**config.mk**
```make
export PLATFORM = sky130hd
export DESIGN_NAME = addsub_issue_unit
export DESIGN_NICKNAME = d
export VERILOG_FILES = /design/src/rtl/addsub_pkg.sv /design/src/rtl/addsub_cmd_fifo.sv /design/src/rtl/addsub_issue_unit.sv
export SDC_FILE = /design/constraint.sdc
export NUM_CORES = 1
export LEC_CHECK = 0
export ABC_AREA = 1
export BUFFER_PORTS_ARGS = -buffer_cell sky130_fd_sc_hd__clkbuf_2
export CORE_ASPECT_RATIO = 1.5
export CORE_MARGIN = 2
export CORE_UTILIZATION = 46
export DETAILED_ROUTE_END_ITERATION = 8
export PLACE_DENSITY_LB_ADDON = 0.1
export RECOVER_POWER = 50
export SLEW_MARGIN = 20
export SYNTH_ARGS = -nofsm -noshare
export SYNTH_HDL_FRONTEND = slang
export SYNTH_SLANG_ARGS = --single-unit
```
**constraint.sdc**
```tcl
create_clock -name clk -period 1.8 [get_ports clk]
set_input_delay 0.09 -clock clk [delete_from_list [all_inputs] [get_ports clk]]
set_output_delay 0.09 -clock clk [all_outputs]
set_load 0.02 [all_outputs]
```
**src/rtl/addsub_pkg.sv**
```systemverilog
// Shared types and helpers for the add/sub issue stage.
// Latency: n/a (types, constants and a pure function only).
// Backpressure: n/a.
package addsub_pkg;

  // Operand width of the attached ripple-carry adder and its sign-bit index.
  localparam int ADDSUB_W   = 8;
  localparam int ADDSUB_MSB = ADDSUB_W - 1;

  // One queued add/sub command.
  typedef struct packed {
    logic [ADDSUB_W-1:0] a;
    logic [ADDSUB_W-1:0] b;
    logic                sub;
    logic                acc_sel;
  } cmd_t;

  // Controller view: EXEC issues this cycle, STALL holds the FIFO head behind a
  // full result slot, HOLD is a full slot with nothing queued behind it.
  typedef enum logic [1:0] {
    ST_IDLE  = 2'd0,
    ST_EXEC  = 2'd1,
    ST_STALL = 2'd2,
    ST_HOLD  = 2'd3
  } ctrl_state_e;

  // Signed two's-complement overflow from operand and result sign bits.
  // Subtract overflows when operand signs differ and the result sign leaves A's.
  function automatic logic calc_ovf(
    input logic [ADDSUB_W-1:0] a,
    input logic [ADDSUB_W-1:0] b,
    input logic [ADDSUB_W-1:0] sum,
    input logic                sub
  );
    logic same_sign;
    logic sign_flip;
    same_sign = (a[ADDSUB_MSB] == b[ADDSUB_MSB]);
    sign_flip = (sum[ADDSUB_MSB] != a[ADDSUB_MSB]);
    calc_ovf  = (sub ? !same_sign : same_sign) && sign_flip;
  endfunction

endpackage

```
**src/rtl/addsub_cmd_fifo.sv**
```systemverilog
// DEPTH-entry synchronous FIFO of add/sub commands; head is read combinationally.
// Latency: an entry pushed at edge N is visible at o_head after edge N (no bypass).
// Backpressure: pushes ignored while full, pops ignored while empty.
module addsub_cmd_fifo
  import addsub_pkg::*;
#(
  parameter int DEPTH = 2
) (
  input  logic clk,
  input  logic rst,
  input  logic i_push,
  input  logic i_pop,
  input  cmd_t i_dat,
  output cmd_t o_head,
  output logic o_full,
  output logic o_empty
);

  localparam int PW = (DEPTH > 1) ? $clog2(DEPTH) : 1;
  localparam int CW = PW + 1;

  cmd_t          r_mem [DEPTH];
  logic [PW-1:0] r_wr_ptr;
  logic [PW-1:0] r_rd_ptr;
  logic [CW-1:0] r_count;
  logic          w_push;
  logic          w_pop;

  assign o_full  = (r_count == CW'(DEPTH));
  assign o_empty = (r_count == '0);
  assign w_push  = i_push & ~o_full;
  assign w_pop   = i_pop & ~o_empty;
  assign o_head  = r_mem[r_rd_ptr];

  // Storage write; contents need no reset because count gates every read.
  always_ff @(posedge clk) begin
    if (w_push) begin
      r_mem[r_wr_ptr] <= i_dat;
    end
  end

  // Pointers wrap naturally since DEPTH is a power of two; count tracks occupancy.
  always_ff @(posedge clk) begin
    if (rst) begin
      r_wr_ptr <= '0;
      r_rd_ptr <= '0;
      r_count  <= '0;
    end else begin
      if (w_push) begin
        r_wr_ptr <= r_wr_ptr + PW'(1);
      end
      if (w_pop) begin
        r_rd_ptr <= r_rd_ptr + PW'(1);
      end
      case ({w_push, w_pop})
        2'b10:   r_count <= r_count + CW'(1);
        2'b01:   r_count <= r_count - CW'(1);
        default: r_count <= r_count;
      endcase
    end
  end

endmodule

```
**src/rtl/addsub_issue_unit.sv**
```systemverilog
// Queues add/sub commands, issues one per cycle to the external adder, registers the result + flags.
// Latency: push at edge N issues in cycle N+1 (empty queue), result valid after edge N+1.
// Backpressure: out_ready low holds the slot and the FIFO head; in_ready drops only when the FIFO is full.
module addsub_issue_unit
  import addsub_pkg::*;
#(
  parameter int WIDTH = ADDSUB_W,
  parameter int DEPTH = 2
) (
  input  logic             clk,
  input  logic             rst,
  input  logic             in_valid,
  output logic             in_ready,
  input  logic [WIDTH-1:0] in_a,
  input  logic [WIDTH-1:0] in_b,
  input  logic             in_sub,
  input  logic             in_acc,
  input  logic             acc_clr,
  output logic [WIDTH-1:0] add_a,
  output logic [WIDTH-1:0] add_b,
  output logic             add_sub,
  output logic             add_en,
  input  logic [WIDTH-1:0] add_sum,
  input  logic             add_cout,
  output logic             out_valid,
  input  logic             out_ready,
  output logic [WIDTH-1:0] out_result,
  output logic             out_carry,
  output logic             out_borrow,
  output logic             out_zero,
  output logic             out_ovf,
  output logic [WIDTH-1:0] acc
);

  cmd_t              w_push_cmd;
  cmd_t              w_head;
  logic              w_full;
  logic              w_empty;
  logic              w_push;
  logic              w_issue;
  ctrl_state_e       w_state;
  logic              w_out_valid_nxt;

  logic              w_carry;
  logic              w_borrow;
  logic              w_zero;
  logic              w_ovf;

  logic              r_out_valid;
  logic [WIDTH-1:0]  r_out_result;
  logic              r_out_carry;
  logic              r_out_borrow;
  logic              r_out_zero;
  logic              r_out_ovf;
  logic [WIDTH-1:0]  r_acc;

  // Command intake: in_ready is a pure function of occupancy, never of out_ready.
  assign in_ready   = ~w_full;
  assign w_push     = in_valid & ~w_full;
  assign w_push_cmd = '{a: in_a, b: in_b, sub: in_sub, acc_sel: in_acc};

  addsub_cmd_fifo #(
    .DEPTH (DEPTH)
  ) u_cmd_fifo (
    .clk     (clk),
    .rst     (rst),
    .i_push  (w_push),
    .i_pop   (w_issue),
    .i_dat   (w_push_cmd),
    .o_head  (w_head),
    .o_full  (w_full),
    .o_empty (w_empty)
  );

  // Controller decode: the slot's valid bit is the state register, combined with FIFO occupancy.
  always_comb begin
    w_state = ST_IDLE;
    if (!w_empty && (!r_out_valid || out_ready)) begin
      w_state = ST_EXEC;
    end else if (!w_empty) begin
      w_state = ST_STALL;
    end else if (r_out_valid) begin
      w_state = ST_HOLD;
    end
  end

  assign w_issue = (w_state == ST_EXEC);

  // Next slot-valid per state: EXEC refills, HOLD drains on out_ready, STALL and IDLE keep it.
  always_comb begin
    w_out_valid_nxt = r_out_valid;
    case (w_state)
      ST_EXEC:  w_out_valid_nxt = 1'b1;
      ST_HOLD:  w_out_valid_nxt = ~out_ready;
      ST_STALL: w_out_valid_nxt = 1'b1;
      ST_IDLE:  w_out_valid_nxt = 1'b0;
      default:  w_out_valid_nxt = r_out_valid;
    endcase
  end

  // Adder drive from the FIFO head, zeroed whenever nothing issues.
  always_comb begin
    add_en  = w_issue;
    add_a   = '0;
    add_b   = '0;
    add_sub = 1'b0;
    if (w_issue) begin
      add_a   = w_head.acc_sel ? r_acc : w_head.a;
      add_b   = w_head.b;
      add_sub = w_head.sub;
    end
  end

  // Status flags; borrow is computed here because the adder masks carry on subtract.
  always_comb begin
    w_carry  = add_cout & ~add_sub;
    w_borrow = add_sub & (add_a < add_b);
    w_zero   = (add_sum == '0);
    w_ovf    = calc_ovf(add_a, add_b, add_sum, add_sub);
  end

  // Result slot: load on issue, otherwise hold data and let valid follow the controller.
  always_ff @(posedge clk) begin
    if (rst) begin
      r_out_valid  <= 1'b0;
      r_out_result <= '0;
      r_out_carry  <= 1'b0;
      r_out_borrow <= 1'b0;
      r_out_zero   <= 1'b0;
      r_out_ovf    <= 1'b0;
    end else begin
      r_out_valid <= w_out_valid_nxt;
      if (w_issue) begin
        r_out_result <= add_sum;
        r_out_carry  <= w_carry;
        r_out_borrow <= w_borrow;
        r_out_zero   <= w_zero;
        r_out_ovf    <= w_ovf;
      end
    end
  end

  // Accumulator tracks every issued result; a clear wins over the same-edge update.
  always_ff @(posedge clk) begin
    if (rst) begin
      r_acc <= '0;
    end else if (acc_clr) begin
      r_acc <= '0;
    end else if (w_issue) begin
      r_acc <= add_sum;
    end
  end

  assign out_valid  = r_out_valid;
  assign out_result = r_out_result;
  assign out_carry  = r_out_carry;
  assign out_borrow = r_out_borrow;
  assign out_zero   = r_out_zero;
  assign out_ovf    = r_out_ovf;
  assign acc        = r_acc;

endmodule

```
==> results_dict.tcl <==
set metrics [dict create \
    startpoint "out_valid" \
    root_buffer "clkbuf_8" \
    die_area_um2 6280 \
    cp.arrival_ns 2.17 \
    crit_end "out_borrow" \
    fin_skew_ns 0.00732 \
    antenna_left 0 \
    routed-via-count 2280 \
    gr-usage-met1_pct 23.7 \
    antenna_found_initial 0 \
    netlist_top_cells_count "77 x nand2_1, 36 x edfxtp_1, 35 x a21oi_1" \
    grt_use_total_pct 20.4 \
    required_ns 2.08 \
    crit_path_start_kind "flop" \
    hold_class "primary input to flop" \
    irDropWorstVdd_mv 0.946 \
    first_iter_violations 114 \
    ys_ff_latch 62 \
    nets 434 \
    coreArea_um2 5450 \
    place.gp.congestion 0.812 \
    slew_viol_final 0 \
    fin_hold_ws_ns 0.0200 \
    critical_path_class "flop to flop" \
    met2_usage_pct 35.5 \
    path_max_fanout 3 \
    finalSetupTns_ns -0.0914 \
    finalCriticalPeriod_ns 1.89 \
    grt_pass1_vias 2134 \
    grt_busiest_layer "met2" \
    grt_start_max_net_pins 23 \
    htreeDepth 3 \
    synthFlopType "edfxtp_1" \
    dp_slack_ns -0.119 \
    syn2layout_area_growth_pct 51.2 \
    dpl-instance-area_um2 3380 \
    ys_types 30 \
    row_count 33 \
    finalSetupViolCount 2 \
    io_buffers 71 \
    drive_above_1_share_pct 36.1 \
    max_slew_margin_pct 66.7 \
    num-fill-cells 424 \
    syn-mean-instance-area_um2 9.96 \
    yosysTopAreaCell "edfxtp_1" \
    fin_cells 469 \
    wirelength_um 6250 \
    multi_input_area_um2 1080 \
    synth_top_area_share_pct 41.6 \
    fmax_mhz 529 \
    syn-num-nets 301 \
    cellPowerDensity_nw_per_um2 1780 \
    seq_area_um2 1610 \
    routed_via_density 4.86 \
    ys_top_cells_by_area "edfxtp_1 42%, dfxtp_1 20%, nand2_1 11%" \
    worst-r2r-cell-count 12 \
    grt_use_met3_pct 3.86 \
    power_leakage_nw 1.58 \
    fin_crit_sh_pct 105 \
    tritoncts "built" \
    die_y_um 96.1 \
    stdcell_area_um2 3930 \
    place_inst 424 \
    yosysSeqAreaShare_pct 61.6 \
    setup_slack_ns -0.0907 \
    antennaDiodeCount 0 \
    hpwl_um 4290 \
    initial_core_util_pct 47.7 \
    async_flop_share_pct 0 \
    synthCells 261 \
    hold_violations 0 \
    violations "negative setup slack" \
    numCtsBuffers 9 \
    worstMarginPinSlew_ns 0.499 \
    maxCapViolCount 0 \
    wl_per_cell_um 13.3 \
    die_x_um 65.4 \
    ctsLongestPathBuffers 2 \
    r2r_setup_slack_ns -0.09 \
    drc 0 \
    insertion_delay_ns 0.34 \
    rsz0062_at_grt "true" \
    synth_warnings 0 \
    synth_edf_count 36 \
    outcome "finished, violations left" \
    critPathCaptureType "flop" \
    grt_pass1_wl_um 9470 \
    yosysMostFrequentCell "nand2_1" \
    reg2reg_to "out_borrow" \
    grt_overflow_total 0 \
    path_clk_slew_ns 0.07 \
    netlist_area_um2 2600 \
    dr.pass1.iters 4 \
    cts.sinks 62 \
    r2r-start "out_valid" \
    io_pins 72 \
]
[power breakdown]
part | switching [W] | internal, W | leakage (nW) | total (W)
Clock | 0.000560 | 0.000639 | 0.0914 | 0.00120
Sequential | 0.000150 | 0.00181 | 0.551 | 0.00196
Combinational | 0.00222 | 0.00162 | 0.937 | 0.00384
[how the worst min path moves through the flow]
stage	slack, ns	start	endpoint	cells after the start
2_1_floorplan	0.15	rst	out_ovf	1
3_3_place_gp	0.28	in_b[3]	u_cmd_fifo.r_mem[0][5]	1
3_5_place_dp	0.28	in_b[6]	u_cmd_fifo.r_mem[1][8]	1
4_1_cts	0.01	add_sum[2]	acc[2]	3
5_1_grt	0.04	out_ready	out_valid	4
6_report	0.02	add_sum[2]	out_result[2]	3
[layout by cell type (no fill, tap or decap), types with 5 or more instances in the layout]
cell type and instances:
clkbuf_2 34, edfxtp_1 36, a21oi_2 8, dfxtp_1 22, o21ai_2 6, dlygate4sd3_1 19
clkbuf_1 33, inv_1 16, buf_4 37, clkbuf_8 9, buf_6 6, nand2_1 76
a21oi_1 25, nor2_2 5, nor2_1 6, ha_1 6
[metrics by stage]
step | power (W) | util, %
floorplan | 0.00410 | -
global placement | 0.00523 | 62.0
detailed placement | 0.00528 | 62.0
CTS | 0.00675 | 70.6
global route | 0.00745 | 72.1
finish | 0.00700 | 72.1
[final cells by class]
class                   instances  area share (%)
inverters                      20            2.16
repair buffers                132            22.2
multi-input cells             169            27.4
well taps                      70            2.23
clock inverters                 7            1.91
flip-flops and latches         62            40.9
clock buffers                   9            3.15
[state kept, by name, indices dropped and copies added (netlist names), 2 cells and up, named ones only]
signal	count
u_cmd_fifo.r_count	2
u_cmd_fifo.r_mem	36
acc	8
out_result	8
[routing by layer]
metal / vias up / routed length, µm
li1: 1154 / -
met1: 1044 / 2520
met2: 72 / 3290
met3: 10 / 327
met4: 0 / 108
met5: - / 0
[critical path, stage by stage (launching register included)]
cell,delay [ns]
dfxtp_2,0.32
inv_2,0.04
nor2_2,0.04
nor2_4,0.21
buf_6,0.14
o21ai_2,0.06
a31oi_4,0.17
ha_4,0.23
a21oi_2,0.12
o21ai_1,0.08
nor3_1,0.20
nand2_1,0.10
a21oi_2,0.13
[cell families after synthesis]
group | share of synthesized area [%]
flip-flops | 61.6
buffers and inverters | 5.44
AO/OA/AOI/OAI | 11.8
adder cells (fa/ha/maj) | 3.85
XOR/XNOR | 0.337
AND/OR/NAND/NOR | 17.0
[what timing repair did]
item	in CTS	in global routing
setup endpoints to repair	8	10
cloned	0	1
endpoints found under the hold margin	37	0
gates resized for setup	14	31
hold buffers	19	0
buffers inserted	5	4
pin swaps	3	7
Note: power is estimated with default switching activity, not from simulation.
